===== src/rtl/irda_dma_bridge_pkg.sv =====
// Shared state encoding and default FIFO register addresses for the IrDA DMA bridge.
package irda_dma_bridge_pkg;

  typedef enum logic [2:0] {
    ST_IDLE = 3'd0,
    ST_WR   = 3'd1,
    ST_RD   = 3'd2,
    ST_HOLD = 3'd3,
    ST_ACK  = 3'd4,
    ST_GAP  = 3'd5
  } dma_state_e;

  localparam logic [3:0] TXFIFO_ADDR_DEF = 4'h0;
  localparam logic [3:0] RXFIFO_ADDR_DEF = 4'h0;

endpackage


===== src/rtl/irda_dma_bridge_wdog.sv =====
// Bus watchdog: a down-counter reloaded while idle; expires on the (2**TMO_W-1)th enabled cycle.
module irda_dma_wdog #(
  parameter int TMO_W = 8
) (
  input  logic clk,
  input  logic rst,
  input  logic clear,
  input  logic enable,
  output logic expired
);

  // Loaded one short of the full timeout so the terminal compare lands on cycle 2**TMO_W-1.
  localparam logic [TMO_W-1:0] LOAD = TMO_W'((1 << TMO_W) - 2);

  logic [TMO_W-1:0] cnt;

  always_ff @(posedge clk) begin
    if (rst || clear) begin
      cnt <= LOAD;
    end else if (enable && cnt != '0) begin
      cnt <= cnt - 1'b1;
    end
  end

  assign expired = enable && (cnt == '0);

endmodule


===== src/rtl/irda_dma_bridge.sv =====
// WISHBONE master that services irda_top DMA requests: source stream -> TX FIFO, RX FIFO -> sink stream.
// state | meaning: IDLE wait/arbitrate, WR bus write, RD bus read, HOLD sink stall, ACK dma ack, GAP req settle
module irda_dma_bridge
  import irda_dma_bridge_pkg::*;
#(
  parameter logic [3:0] TXFIFO_ADDR = TXFIFO_ADDR_DEF,
  parameter logic [3:0] RXFIFO_ADDR = RXFIFO_ADDR_DEF,
  parameter int         LEN_W       = 16,
  parameter int         TMO_W       = 8
) (
  input  logic             clk,
  input  logic             wb_rst_i,
  output logic [3:0]       m_wb_addr_o,
  output logic [31:0]      m_wb_dat_o,
  input  logic [31:0]      m_wb_dat_i,
  output logic             m_wb_we_o,
  output logic             m_wb_stb_o,
  output logic             m_wb_cyc_o,
  input  logic             m_wb_ack_i,
  input  logic             dma_req_t_i,
  output logic             dma_ack_t_o,
  input  logic             dma_req_r_i,
  output logic             dma_ack_r_o,
  input  logic [31:0]      tx_dat_i,
  input  logic             tx_valid_i,
  output logic             tx_ready_o,
  output logic [31:0]      rx_dat_o,
  output logic             rx_valid_o,
  input  logic             rx_ready_i,
  input  logic [LEN_W-1:0] tx_len_i,
  input  logic             tx_start_i,
  input  logic [LEN_W-1:0] rx_len_i,
  input  logic             rx_start_i,
  output logic             tx_busy_o,
  output logic             rx_busy_o,
  output logic             tx_done_o,
  output logic             rx_done_o,
  output logic             err_o
);

  dma_state_e       state, state_nxt;
  logic             svc_rx, svc_rx_nxt;
  logic             bus_q;
  logic [LEN_W-1:0] tx_cnt, rx_cnt;
  logic             tx_done_z, rx_done_z;
  logic [31:0]      rx_hold;
  logic             err;
  logic             in_bus, expired, abort, tx_accept, rx_accept;

  assign in_bus = (state == ST_WR) || (state == ST_RD);

  irda_dma_wdog #(.TMO_W(TMO_W)) u_wdog (
    .clk     (clk),
    .rst     (wb_rst_i),
    .clear   (!in_bus),
    .enable  (in_bus),
    .expired (expired)
  );

  // A late ack on the terminal cycle still completes the word.
  assign abort     = expired && !m_wb_ack_i;
  assign tx_busy_o = (tx_cnt != '0);
  assign rx_busy_o = (rx_cnt != '0);
  assign tx_accept = tx_start_i && !tx_busy_o && !abort;
  assign rx_accept = rx_start_i && !rx_busy_o && !abort;

  always_comb begin
    state_nxt   = state;
    svc_rx_nxt  = svc_rx;
    m_wb_addr_o = 4'h0;
    m_wb_dat_o  = 32'h0;
    m_wb_we_o   = 1'b0;
    tx_ready_o  = 1'b0;
    rx_valid_o  = 1'b0;
    dma_ack_t_o = 1'b0;
    dma_ack_r_o = 1'b0;
    case (state)
      ST_IDLE: begin
        if (rx_busy_o && dma_req_r_i) begin
          state_nxt  = ST_RD;
          svc_rx_nxt = 1'b1;
        end else if (tx_busy_o && dma_req_t_i && tx_valid_i) begin
          state_nxt  = ST_WR;
          svc_rx_nxt = 1'b0;
        end
      end
      ST_WR: begin
        m_wb_we_o   = 1'b1;
        m_wb_addr_o = TXFIFO_ADDR;
        m_wb_dat_o  = tx_dat_i;
        if (m_wb_ack_i) begin
          tx_ready_o = 1'b1;
          state_nxt  = ST_ACK;
        end else if (expired) begin
          state_nxt = ST_GAP;
        end
      end
      ST_RD: begin
        m_wb_addr_o = RXFIFO_ADDR;
        if (m_wb_ack_i)   state_nxt = ST_HOLD;
        else if (expired) state_nxt = ST_GAP;
      end
      ST_HOLD: begin
        rx_valid_o = 1'b1;
        if (rx_ready_i) state_nxt = ST_ACK;
      end
      ST_ACK: begin
        dma_ack_r_o = svc_rx;
        dma_ack_t_o = !svc_rx;
        state_nxt   = ST_GAP;
      end
      ST_GAP:  state_nxt = ST_IDLE;
      default: state_nxt = ST_IDLE;
    endcase
  end

  assign m_wb_cyc_o = bus_q;
  assign m_wb_stb_o = bus_q;
  assign rx_dat_o   = rx_hold;
  assign err_o      = err;
  assign tx_done_o  = (dma_ack_t_o && tx_cnt == LEN_W'(1)) || tx_done_z;
  assign rx_done_o  = (dma_ack_r_o && rx_cnt == LEN_W'(1)) || rx_done_z;

  always_ff @(posedge clk) begin
    if (wb_rst_i) begin
      state     <= ST_IDLE;
      svc_rx    <= 1'b0;
      bus_q     <= 1'b0;
      tx_cnt    <= '0;
      rx_cnt    <= '0;
      tx_done_z <= 1'b0;
      rx_done_z <= 1'b0;
      rx_hold   <= 32'h0;
      err       <= 1'b0;
    end else begin
      state     <= state_nxt;
      svc_rx    <= svc_rx_nxt;
      bus_q     <= (state_nxt == ST_WR) || (state_nxt == ST_RD);
      tx_done_z <= 1'b0;
      rx_done_z <= 1'b0;

      if (state == ST_RD && m_wb_ack_i) rx_hold <= m_wb_dat_i;

      if (abort)                       err <= 1'b1;
      else if (tx_accept || rx_accept) err <= 1'b0;

      if (abort && !svc_rx) begin
        tx_cnt <= '0;
      end else if (tx_accept) begin
        tx_cnt    <= tx_len_i;
        tx_done_z <= (tx_len_i == '0);
      end else if (dma_ack_t_o) begin
        tx_cnt <= tx_cnt - 1'b1;
      end

      if (abort && svc_rx) begin
        rx_cnt <= '0;
      end else if (rx_accept) begin
        rx_cnt    <= rx_len_i;
        rx_done_z <= (rx_len_i == '0);
      end else if (dma_ack_r_o) begin
        rx_cnt <= rx_cnt - 1'b1;
      end
    end
  end

endmodule

===== config.mk =====
export PLATFORM = sky130hd
export DESIGN_NAME = irda_dma_bridge
export DESIGN_NICKNAME = d
export VERILOG_FILES = /design/src/rtl/irda_dma_bridge_pkg.sv /design/src/rtl/irda_dma_bridge_wdog.sv /design/src/rtl/irda_dma_bridge.sv
export SDC_FILE = /design/constraint.sdc
export NUM_CORES = 1
export LEC_CHECK = 0
export BUFFER_PORTS_ARGS = -buffer_cell sky130_fd_sc_hd__buf_2
export CAP_MARGIN = 5
export CORE_MARGIN = 8
export CORE_UTILIZATION = 43
export CTS_CLUSTER_DIAMETER = 100
export DETAILED_ROUTE_END_ITERATION = 7
export PLACE_DENSITY = 0.82
export RECOVER_POWER = 25
export SKIP_LAST_GASP = 1
export SYNTH_ARGS = -nofsm -noshare
export SYNTH_HDL_FRONTEND = slang
export SYNTH_SLANG_ARGS = --single-unit

===== constraint.sdc =====
create_clock -name clk -period 2.4 [get_ports clk]
set_clock_uncertainty 0.2 [all_clocks]
set_input_delay 0.24 -clock clk [delete_from_list [all_inputs] [get_ports clk]]
set_output_delay 0.24 -clock clk [all_outputs]
set_load 0.02 [all_outputs]

==> reports/metrics.yaml <==
status:
  violations: "setup timing"
  status: "finished with violations"
power:
  swShare: 0.431
  p_int_mw: 4.08
  pwr-share-comb: 0.592
  power_leakage_nw: 2.70
  p_clk_frac: 0.134
  p_per_area_nw_per_um2: 1130
  p_seq_frac: 0.274
  vdd_drop_max_uv: 474
  p_sw_mw: 3.09
placed_design:
  dp.cells: 816
  gp_congestion: 0.871
  port_buffers: 180
  post-place-ws_ps: 33.7
  dp_hpwl_microns: 10300
global_route:
  antenna_found_initial: 0
  grt_pass1_vias: 4891
  grt.overflow.total: 0
  grt_usage: 0.225
  grt_start_max_net_pins: 36
  grt_pass1_wl_microns: 23400
critical_path:
  crit_type: "reg2out"
  crit_fanout: 2
  end_kind: "primary output"
  startpoint_type: "flip-flop"
  crit_required_ps: 1960
  worstReg2RegEnd: "tx_cnt[15]"
  regToRegStartpoint: "tx_cnt[8]"
  crit_arrival_ps: 2220
  reg2reg_depth: 8
  r2r_slack_ps: -10
synth:
  synth-compound-area-share: 0.138
  synth_area_leaders: "dfxtp_1 39%, nand2_1 7.6%, a211oi_1 5.8%"
  synth_ff_type: "dfxtp_1"
  muxShareOfSynthArea: 0.00243
  netlist_area_sq_um: 4120
  synth_edf_count: 0
  synth_top_area_cell: "dfxtp_1"
  synthXorXnorAreaFrac: 0.0786
  avgSynthCellArea_sq_um: 8.03
  synth_cells: 513
  synth_seq_cells: 80
  ys_seq_area_frac: 0.389
  synth-simple-area-share: 0.321
  synth_top_area_frac: 0.389
  ys_async_sr_fraction: 0
  synth.distinct_cells: 50
  synth_top_family_by_area: "simple AND/OR/NAND/NOR gates"
  synthAdderAreaFrac: 0.0213
  yosys_warnings: 0
finish:
  final_cells: 914
  n_antenna_cell: 0
  area_delta_synth_final_pct: 54.5
  multi_input_area_sq_um: 2450
  post-route-util: 0.686
  fillers: 732
  drive_gt1_frac: 0.312
  seqCellArea_sq_um: 1610
  layout.nets: 892
floorplan:
  dieArea_sq_um: 13000
  die_width_microns: 114
  chipHeight_microns: 114
  initial_core_util: 0.444
  io_pins: 185
  core_sq_um: 9280
  rows: 35
timing:
  hold_viol: 0
  final.setup.tns_ps: -353
  setup_ws_ps: -261
  finalMaxSlewViolations: 0
  max_freq_mhz: 376
  min_period_over_period: 1.11
  rsz0062_at_grt: "yes"
  worst_slew_pin_slew_ps: 537
  min_period_ps: 2660
  slew_headroom: 0.637
  setup_viol: 4
clock_tree:
  clock_sinks: 80
  cts_max_level: 3
  cts_tree: "done"
  clkLatencyLatePin_ps: 370
  cts_buffer_depth: 2
  numCtsBuffers: 9
  clkTransAtPathRegs_ps: 90
  cts-root-buf: "clkbuf_8"
worst_hold_path:
  worstHoldStart: "dma_req_t_i"
  whs_endpoint: "svc_rx"
  hold_path.class: "in2reg"
  worstHoldPathCells: 4
drt:
  post_drt_wl_per_cell_microns: 17.0
  ant_nets: 0
  drtIter0Drc: 289
  drt-total-wl_microns: 15500
  dr.pass1.iters: 5
  drc: 0
  routed_via_density: 5.22
  vias: 4767
run:
  max_cap_viol_count: 0
[power by group through the flow]
stage | clock network (mW) | registers [mW] | logic [mW]
2_1_floorplan | 0 | 2.00 | 2.10
3_3_place_gp | 0 | 1.94 | 3.12
3_5_place_dp | 0 | 1.96 | 3.20
4_1_cts | 0.978 | 1.93 | 3.55
5_1_grt | 1.02 | 2.00 | 4.59
6_report | 0.957 | 1.97 | 4.24
[how the worst max path moves through the flow]
stage,startpoint,end,slack [ps],cells past startpoint
global route,tx_cnt[8],tx_done_o,-370,6
CTS,tx_cnt[8],tx_done_o,-230,6
finish,tx_cnt[8],tx_done_o,-260,6
detailed placement,rx_cnt[1],m_wb_cyc_o,30,7
floorplan,rx_cnt[0],m_wb_cyc_o,70,7
global placement,tx_cnt[9],m_wb_cyc_o,110,6
[area by class of cell]
class,instances,share of cell area
clock buffer,9,0.0195
timing repair buffer,286,0.302
multi-input combinational,394,0.385
inverter,9,0.00531
clock inverter,7,0.00983
sequential,80,0.253
tap,129,0.0254
[Yosys cell counts (2+ instances only)]
cell type	instances
nor3_1	16
a21oi_1	35
buf_2	7
nor4b_1	4
and2_1	36
xnor2_1	17
inv_1	9
dfxtp_1	80
and4_1	2
xor2_1	20
or4_4	4
a211oi_1	32
nor2_1	50
nand2_1	83
clkbuf_1	17
or4_1	4
o21ai_0	4
a31o_2	2
o31ai_1	2
nor2b_1	4
nand4_1	11
nand4b_1	2
ha_1	7
or3_2	2
nor4_1	13
o211ai_1	3
and3_1	4
or3_1	3
nand2b_1	3
buf_4	7
nand3_1	11
[through the flow]
| stage | cell area (sq um) | power [mW] | hold WS (ps) |
|---|---|---|---|
| finish | 6370 | 7.17 | 147 |
| global route | 6370 | 7.62 | 175 |
| CTS | 6200 | 6.46 | 87.0 |
| detailed placement | 5240 | 5.16 | 245 |
| global placement | 5240 | 5.06 | 239 |
| floorplan | 4130 | 4.11 | 176 |
[state kept, by name (all words and copies together), names as in the netlist]
| signal | count |
|---|---|
| err_o | 1 |
| svc_rx | 1 |
| rx_done_z | 1 |
| state | 3 |
| rx_dat_o | 32 |
| rx_cnt | 16 |
| tx_cnt | 16 |
| u_wdog.cnt | 8 |
| tx_done_z | 1 |
| m_wb_cyc_o | 1 |
[metal layers]
layer / GRT usage / up-vias / share of wire / routed length, microns
met5: 0 / - / 0 / 0
met3: 0.0909 / 37 / 0.093 / 1440
met2: 0.394 / 208 / 0.50 / 7820
met4: 0.0887 / 0 / 0.029 / 454
met1: 0.235 / 2216 / 0.38 / 5830
li1: - / 2306 / - / -
[worst max-delay path, stage by stage (launching register included)]
cell      delay (ps)
dfxtp_2          330
or4_4            530
or3_4            370
nor4b_4          260
nand4_1          130
nand2b_1         110
buf_6            120
[cells by family (layout without fill, tap and decap cells)]
group	after synthesis	after routing
DFF	80	80
other	1	4
xor gates and xnor gates	37	37
adders and majority gates	7	7
AOI/OAI and AO/OA	86	86
muxes	1	1
buffers and inverters	42	311
and+or+nand+nor	259	259
[placed cells by master (no fill, tap or decap), types with 4 or more instances in the layout]
cell / count
and2_1: 36
nor4_1: 13
buf_2: 149
nor2_1: 47
xnor2_1: 17
conb_1: 4
buf_6: 8
nand3_1: 10
clkbuf_1: 29
nand2_1: 83
and3_1: 4
dfxtp_2: 6
o21ai_0: 4
inv_1: 6
clkbuf_8: 9
nor2b_1: 4
ha_1: 6
or4_4: 5
xor2_1: 20
dfxtp_1: 74
a21oi_1: 35
nor3_1: 15
buf_4: 28
a211oi_1: 29
dlygate4sd3_1: 68
nand4_1: 11
[timing repair]
action	CTS	global route
endpoints found under the setup margin	4	22
setup buffers	7	3
hold buffers	68	0
gates resized for setup	15	27
cloned	0	4
pin swaps	3	9
hold endpoints to repair	68	0
Note: power is estimated with default switching activity, not from simulation.
